$ cat src/rtl/mem_port_arbiter_if.sv
// Requester/memory bundle shared by the fetch stage, the load/store path and the memory port.
// The slave modport is the arbiter's view; master is the opposite side.
interface mem_port_arbiter_if #(
  parameter int unsigned AW = 32,
  parameter int unsigned DW = 32
);
  logic            if_req;
  logic [AW-1:0]   if_addr;
  logic            if_flush;
  logic [DW-1:0]   if_rdata;
  logic            if_ack;
  logic            d_req;
  logic            d_we;
  logic [AW-1:0]   d_addr;
  logic [DW-1:0]   d_wdata;
  logic [DW/8-1:0] d_be;
  logic [DW-1:0]   d_rdata;
  logic            d_ack;
  logic            mem_en;
  logic            mem_we;
  logic [AW-1:0]   mem_addr;
  logic [DW-1:0]   mem_wdata;
  logic [DW/8-1:0] mem_be;
  logic [DW-1:0]   mem_rdata;
  logic            mem_ready;

  modport slave (
    input  if_req, if_addr, if_flush, d_req, d_we, d_addr, d_wdata, d_be, mem_rdata, mem_ready,
    output if_rdata, if_ack, d_rdata, d_ack, mem_en, mem_we, mem_addr, mem_wdata, mem_be
  );

  modport master (
    output if_req, if_addr, if_flush, d_req, d_we, d_addr, d_wdata, d_be, mem_rdata, mem_ready,
    input  if_rdata, if_ack, d_rdata, d_ack, mem_en, mem_we, mem_addr, mem_wdata, mem_be
  );
endinterface

$ cat src/rtl/mem_port_arbiter.sv
// Single-port memory arbiter between instruction fetch and load/store, one access in flight.
// Define ARB_STARVE_GUARD_EN to bound consecutive data grants while a fetch waits (STREAK_MAX).
module mem_port_arbiter #(
  parameter int unsigned AW = 32,
  parameter int unsigned DW = 32
`ifdef ARB_STARVE_GUARD_EN
  ,
  parameter int unsigned STREAK_MAX = 4
`endif
) (
  input logic              clk,
  input logic              rst_n,
  mem_port_arbiter_if.slave io_bus
);

  typedef enum logic [1:0] {StIdle, StIssue, StWait, StDone} state_e;

  state_e          r_state, w_state_d;
  logic            r_own_if;
  logic            r_drop;
  logic            r_we;
  logic [AW-1:0]   r_addr;
  logic [DW-1:0]   r_wdata;
  logic [DW/8-1:0] r_be;
  logic [DW-1:0]   r_rdata;

  logic w_grant_if;
  logic w_grant_d;
  logic w_force_if;
  logic w_drop_d;

`ifdef ARB_STARVE_GUARD_EN
  localparam int unsigned SW = $clog2(STREAK_MAX + 1);
  logic [SW-1:0] r_streak, w_streak_d;

  assign w_force_if = io_bus.if_req && (r_streak == SW'(STREAK_MAX));

  always_comb begin
    w_streak_d = r_streak;
    if (w_grant_if) begin
      w_streak_d = '0;
    end else if (w_grant_d) begin
      if (!io_bus.if_req) begin
        w_streak_d = '0;
      end else if (r_streak != SW'(STREAK_MAX)) begin
        w_streak_d = r_streak + SW'(1);
      end
    end
  end

  always_ff @(posedge clk or negedge rst_n) begin
    if (!rst_n) begin
      r_streak <= '0;
    end else begin
      r_streak <= w_streak_d;
    end
  end
`else
  assign w_force_if = 1'b0;
`endif

  // Grants only exist in IDLE; data is the older instruction and wins unless forced.
  always_comb begin
    w_grant_if = 1'b0;
    w_grant_d  = 1'b0;
    if (r_state == StIdle) begin
      w_grant_if = io_bus.if_req && (!io_bus.d_req || w_force_if);
      w_grant_d  = io_bus.d_req && !w_grant_if;
    end
  end

  always_comb begin
    w_state_d = r_state;
    unique case (r_state)
      StIdle:  if (w_grant_if || w_grant_d) w_state_d = StIssue;
      StIssue: w_state_d = StWait;
      StWait:  if (io_bus.mem_ready) w_state_d = StDone;
      StDone:  w_state_d = StIdle;
      default: w_state_d = StIdle;
    endcase
  end

  always_comb begin
    w_drop_d = 1'b0;
    if (r_state != StIdle) begin
      w_drop_d = r_drop || (r_own_if && io_bus.if_flush);
    end
  end

  always_ff @(posedge clk or negedge rst_n) begin
    if (!rst_n) begin
      r_state  <= StIdle;
      r_own_if <= 1'b0;
      r_drop   <= 1'b0;
      r_we     <= 1'b0;
      r_addr   <= '0;
      r_wdata  <= '0;
      r_be     <= '0;
      r_rdata  <= '0;
    end else begin
      r_state <= w_state_d;
      r_drop  <= w_drop_d;
      if (w_grant_d) begin
        r_own_if <= 1'b0;
        r_we     <= io_bus.d_we;
        r_addr   <= io_bus.d_addr;
        r_wdata  <= io_bus.d_wdata;
        r_be     <= io_bus.d_be;
      end else if (w_grant_if) begin
        r_own_if <= 1'b1;
        r_we     <= 1'b0;
        r_addr   <= io_bus.if_addr;
        r_wdata  <= '0;
        r_be     <= '1;
      end
      if (r_state == StWait && io_bus.mem_ready) begin
        r_rdata <= io_bus.mem_rdata;
      end
    end
  end

  assign io_bus.mem_en    = (r_state == StIssue);
  assign io_bus.mem_we    = r_we;
  assign io_bus.mem_addr  = r_addr;
  assign io_bus.mem_wdata = r_wdata;
  assign io_bus.mem_be    = r_be;

  // A flush arriving in the DONE cycle itself must still swallow the ack.
  assign io_bus.if_ack   = (r_state == StDone) && r_own_if && !r_drop && !io_bus.if_flush;
  assign io_bus.d_ack    = (r_state == StDone) && !r_own_if;
  assign io_bus.if_rdata = r_rdata;
  assign io_bus.d_rdata  = r_rdata;

endmodule

$ cat src/flat_wrapper.sv
// flat-port wrapper written by rule: the top's interface ports become plain ports
module mem_port_arbiter_flat 
#(
  parameter int unsigned AW = 32,
  parameter int unsigned DW = 32

)
  (clk, rst_n, io_bus_if_req, io_bus_if_addr, io_bus_if_flush, io_bus_d_req, io_bus_d_we, io_bus_d_addr, io_bus_d_wdata, io_bus_d_be, io_bus_mem_rdata, io_bus_mem_ready, io_bus_if_rdata, io_bus_if_ack, io_bus_d_rdata, io_bus_d_ack, io_bus_mem_en, io_bus_mem_we, io_bus_mem_addr, io_bus_mem_wdata, io_bus_mem_be);
  mem_port_arbiter_if #(.AW(AW), .DW(DW)) io_bus_i ();
  input logic clk;
  input logic rst_n;
  input wire logic [$bits(io_bus_i.if_req)-1:0] io_bus_if_req;
  input wire logic [$bits(io_bus_i.if_addr)-1:0] io_bus_if_addr;
  input wire logic [$bits(io_bus_i.if_flush)-1:0] io_bus_if_flush;
  input wire logic [$bits(io_bus_i.d_req)-1:0] io_bus_d_req;
  input wire logic [$bits(io_bus_i.d_we)-1:0] io_bus_d_we;
  input wire logic [$bits(io_bus_i.d_addr)-1:0] io_bus_d_addr;
  input wire logic [$bits(io_bus_i.d_wdata)-1:0] io_bus_d_wdata;
  input wire logic [$bits(io_bus_i.d_be)-1:0] io_bus_d_be;
  input wire logic [$bits(io_bus_i.mem_rdata)-1:0] io_bus_mem_rdata;
  input wire logic [$bits(io_bus_i.mem_ready)-1:0] io_bus_mem_ready;
  output wire logic [$bits(io_bus_i.if_rdata)-1:0] io_bus_if_rdata;
  output wire logic [$bits(io_bus_i.if_ack)-1:0] io_bus_if_ack;
  output wire logic [$bits(io_bus_i.d_rdata)-1:0] io_bus_d_rdata;
  output wire logic [$bits(io_bus_i.d_ack)-1:0] io_bus_d_ack;
  output wire logic [$bits(io_bus_i.mem_en)-1:0] io_bus_mem_en;
  output wire logic [$bits(io_bus_i.mem_we)-1:0] io_bus_mem_we;
  output wire logic [$bits(io_bus_i.mem_addr)-1:0] io_bus_mem_addr;
  output wire logic [$bits(io_bus_i.mem_wdata)-1:0] io_bus_mem_wdata;
  output wire logic [$bits(io_bus_i.mem_be)-1:0] io_bus_mem_be;
  assign io_bus_i.if_req = io_bus_if_req;
  assign io_bus_i.if_addr = io_bus_if_addr;
  assign io_bus_i.if_flush = io_bus_if_flush;
  assign io_bus_i.d_req = io_bus_d_req;
  assign io_bus_i.d_we = io_bus_d_we;
  assign io_bus_i.d_addr = io_bus_d_addr;
  assign io_bus_i.d_wdata = io_bus_d_wdata;
  assign io_bus_i.d_be = io_bus_d_be;
  assign io_bus_i.mem_rdata = io_bus_mem_rdata;
  assign io_bus_i.mem_ready = io_bus_mem_ready;
  assign io_bus_if_rdata = io_bus_i.if_rdata;
  assign io_bus_if_ack = io_bus_i.if_ack;
  assign io_bus_d_rdata = io_bus_i.d_rdata;
  assign io_bus_d_ack = io_bus_i.d_ack;
  assign io_bus_mem_en = io_bus_i.mem_en;
  assign io_bus_mem_we = io_bus_i.mem_we;
  assign io_bus_mem_addr = io_bus_i.mem_addr;
  assign io_bus_mem_wdata = io_bus_i.mem_wdata;
  assign io_bus_mem_be = io_bus_i.mem_be;
  mem_port_arbiter #(.AW(AW), .DW(DW)) u_core (.clk(clk), .rst_n(rst_n), .io_bus(io_bus_i));
endmodule
$ cat config.mk
export PLATFORM = sky130hd
export DESIGN_NAME = mem_port_arbiter_flat
export DESIGN_NICKNAME = d
export VERILOG_FILES = /design/src/rtl/mem_port_arbiter_if.sv /design/src/rtl/mem_port_arbiter.sv /design/src/flat_wrapper.sv
export SDC_FILE = /design/constraint.sdc
export NUM_CORES = 1
export LEC_CHECK = 0
export CAP_MARGIN = 20
export CORE_UTILIZATION = 41
export CTS_BUF_LIST = sky130_fd_sc_hd__clkbuf_4
export DETAILED_ROUTE_END_ITERATION = 12
export PLACE_DENSITY = 0.93
export SYNTH_ARGS = -nofsm -noshare
export SYNTH_HDL_FRONTEND = slang
export SYNTH_SLANG_ARGS = --single-unit
$ cat constraint.sdc
create_clock -name clk -period 2.54 [get_ports clk]
set_input_delay 0.508 -clock clk [delete_from_list [all_inputs] [get_ports clk]]
set_output_delay 0.508 -clock clk [all_outputs]
set_load 0.01 [all_outputs]
==> results <==
## per-layer routing
layer  track usage (%)  up-vias  wire length (um)
li1                  -     1797                 -
met1              27.0     1862              4950
met2              41.0      242              6840
met3              5.53       31              1120
met4              11.3        0               411
met5                 0        -                 0
## metrics by stage
stage	cell area, sq um	setup WS [ps]	hold WS (ps)	power (mW)
finish	7220	161	9.94	8.54
CTS	7220	112	10.7	8.62
global placement	7100	234	475	7.59
global route	7220	21.0	5.35	9.06
detailed placement	7100	207	481	7.83
floorplan	4500	1070	212	5.36
## cell type report
type	instances	area, sq um	area share, %
timing repair buffer	286	2840	39.3
sequential	105	2630	36.4
multi-input combinational	218	1450	20.1
tap	136	170	2.36
clock buffer	9	67.6	0.935
clock inverter	7	57.6	0.797
inverter	2	7.51	0.104
## sequential cells by signal, indices dropped and copies added (netlist names)
name                     flops
u_core.r_own_if              1
u_core.io_bus.d_rdata       32
u_core.io_bus.mem_wdata     32
u_core.r_drop                1
u_core.r_state               2
u_core.io_bus.mem_be         4
u_core.io_bus.mem_addr      32
u_core.io_bus.mem_we         1
## power by group through the flow
stage	logic [mW]	registers, mW	clock network, mW
floorplan	1.97	3.39	0
global placement	4.55	3.04	0
detailed placement	4.72	3.11	0
CTS	4.72	3.09	0.813
global route	4.98	3.19	0.883
finish	4.68	3.09	0.778
## worst paths after layout
| kind | start | to | slack (ps) | cells after the start |
|---|---|---|---|---|
| min | rst_n | u_core.io_bus.mem_we$_DFFE_PN0P_ | 10 | 1 |
| min in group clk | u_core.io_bus.mem_be[3]$_DFFE_PN0P_ | u_core.io_bus.mem_be[3]$_DFFE_PN0P_ | 510 | 1 |
| max reg2reg | u_core.r_state[0]$_DFFE_PN0P_ | u_core.io_bus.d_rdata[22]$_DFFE_PN0P_ | 890 | 5 |
| min reg2reg | u_core.io_bus.mem_be[3]$_DFFE_PN0P_ | u_core.io_bus.mem_be[3]$_DFFE_PN0P_ | 510 | 1 |
| max in group asynchronous | rst_n | u_core.io_bus.mem_wdata[13]$_DFFE_PN0P_ | 1860 | 2 |
| max | u_core.r_state[0]$_DFFE_PN0P_ | io_bus_if_ack | 160 | 3 |
## cell families (layout without fill, tap and decap cells)
group	Yosys count	in the layout
compound gates	42	42
fa+ha+maj	4	4
buf+inv	64	304
flops	105	105
mux	33	33
simple gates	139	139
## cells in the final DEF, fill, tap and decap left out, types with 4 or more instances in the layout
master                            Yosys  final
sky130_fd_sc_hd__clkbuf_4             0      9
sky130_fd_sc_hd__o22a_1               5      5
sky130_fd_sc_hd__clkdlybuf4s50_1      0    273
sky130_fd_sc_hd__mux2_2              33     33
sky130_fd_sc_hd__nand3_1             96     96
sky130_fd_sc_hd__dfrtp_1            105    105
sky130_fd_sc_hd__clkinv_4             0      4
sky130_fd_sc_hd__nand2_1             34     34
sky130_fd_sc_hd__a22o_1              33     33
sky130_fd_sc_hd__buf_4               38     12
==> results <==
- During synthesis, Yosys emitted a total of 0 warnings.
- The clock network fraction of design power is 9.1%.
- The average cell area after synthesis is 11.6 sq um.
- By area the synthesized netlist is led by sky130_fd_sc_hd__dfrtp_1, sky130_fd_sc_hd__nand3_1, sky130_fd_sc_hd__mux2_2.
- The largest driver fanout on the critical path is 4.
- The final critical path time including I/O delays and setup is 2380 ps.
- Dividing total power by cell area gives a power density of between 1000 and 1500 nW/um^2.
- The compound-gate portion of the synthesized area is 7.84%.
- Before antenna repair, the detailed router went through 5 iterations.
- The number of clock buffers added by TritonCTS is 9.
- For this design the total switching power over the nets is 3.06 mW.
- The type of the setup path with the least slack is reg2out.
- Summing every instance area after synthesis gives 4500 sq um.
- Global routing finished with a remaining overflow of 0.
- The static leakage is approximately 3 nW.
- Counting every instance in the synthesized netlist gives 387.
- The portion of synthesized area spent on multiplexers is about 8.3%.
- Among all stages on the critical path, the largest delay is contributed by sky130_fd_sc_hd__clkdlybuf4s50_1.
- The worst setup skew after layout is 16.7 ps.
- The proportion of power drawn by flip-flops and latches is 36.1%.
- On the critical path the largest part of the delay comes from buffers and inverters.
- Clock tree synthesis found a total of 105 sinks.
- From synthesis to final layout, the design area changed by 60.6%.
- The pin count of the biggest net entering global routing is 53.
- Across all layers, the routed design uses 3,932 vias.
- After detailed routing, the number of vias per cell comes to 5.15.
- The kind of end point of the critical path is a primary output.
- Internal power comes to 5.48 mW.
- The synthesized net count is 530.
- The maximum buffer depth of the clock tree is 2.
- The register bit total from synthesis is 105.
- Setup repair after global routing left no endpoint under its margin.
- The synthesized netlist devotes between 10% and 20% of its cell area to simple gates.
- The relative max-transition margin is between 60% and 70%.
- The CTS tree is built.
- The flow ran to the end, and the final reports show no timing, DRC or antenna violations.
- The max-slew violation count came to 0.
- The unique cell type count in the Yosys netlist is 18.
- Of the cells placed in the final design, the portion with a size suffix greater than 1 is a little over 10%.
- Data on the critical path arrives at its endpoint at 1870 ps.
- The top cell type by total area after synthesis is sky130_fd_sc_hd__dfrtp_1.
- After the first detailed-routing iteration, the DRC count stood at 307.
- The fmax is 0.420 GHz.
- Counting both buffers and inverters, the worst setup path holds a total of 1.
- The commonest cells after synthesis are sky130_fd_sc_hd__dfrtp_1, sky130_fd_sc_hd__nand3_1, sky130_fd_sc_hd__buf_4, sky130_fd_sc_hd__nand2_1.
- The floorplan step defined a core boundary enclosing 10,500 sq um.
- Including well taps, the total number of placed cells is 747.
- The detailed placer's ending HPWL is 10,100 um.
- The count of flip-flops with a built-in enable after synthesis is 0.
- The share of async-settable or async-resettable flops after synthesis is 100%.
- After detailed routing, the average wire length per cell comes to 17.5 um.
- The number of filler instances in the final layout is around 760.
- After detailed routing, the number of remaining DRC violations is 0.
- Dividing the final minimum period by the clock period gives 93.7%.
- The count of buffers from port buffering is 274.
- The main combinational cell family by area after synthesis is simple AND/OR/NAND/NOR gates.
- In this run the number of H-tree levels came out at 3.
- The combinational share of power is 54.8%.
- The number of global-route vias before repair is approximately 4.0k.
- The weighted congestion at the end of routability-driven global placement is 0.806.
- Walking the worst path, the cells encountered are ha_1 > nor4bb_1 > clkdlybuf4s50_1.
- The final layout contains routed wiring with a total length of 13,300 um.
- The initial core utilization is 43.0%.
- The initial antenna violation count is 0.
- The overall fraction of global-route tracks in use is 23.5%.
- For this run, the leading register cell type out of synthesis is sky130_fd_sc_hd__dfrtp_1.
- The clock latency on the worst-skew pair is 450 ps.
- For the pin with the worst max-slew slack, the measured transition is 524 ps.
- Yosys instantiated no cell more often than sky130_fd_sc_hd__dfrtp_1.
- The delay of the slowest cell on the worst path is slightly below 600 ps.
- The I/O pin count is 275.
- The worst ir drop on vdd is 0.597 mV.
- The share of the synthesized area in the top cell type is 58.4%.
- The count of nets left with antenna violations once routing finished came out at 0.
- The die area is 11,400 sq um.
- The critical path required time is between 2000 and 2500 ps.
- The setup TNS is 0 ps.
- The number of rows created at floorplan is 37.
- The first global-routing pass estimated ~21,000 um of wire.
- The number of violations of the max-capacitance limit is 0.
- After clock tree synthesis, the clock-pin slew on the worst setup and hold paths is approximately 160 ps.
- The root buffer selected by CTS is sky130_fd_sc_hd__clkbuf_4.
- The buffers inserted during post-CTS setup optimization is 0.
- The number of gates resized after CTS is 0.
- The number of antenna diodes in the final layout is 0.
- The portion of the post-synthesis area used by sequential elements is 58.4%.
- The count of final hold-check violations is 0.
- For this design, the CTS-stage hold fixing added 0 buffers.
- The adder-cell share of the synthesized area is 1.11%.
- The kind of start point of the critical path is a flip-flop.
- Once layout is complete, the cells apart from fillers number 763.
- Cells fill 69.1% of the core in the end.
- The path class of the tightest hold or removal check is in2async.
- The x dimension of the die is approximately 110 um.
- The chip height is 107 um.
- In this run switching power makes up 35.9% of total power.
- The final layout net count is 765.
- Of the total synthesized cell area, the portion taken by XOR and XNOR cells is 0%.
- Setup violations remaining at the end of the flow were counted as 0.
No activity file was read; power rests on OpenSTA's default activity.
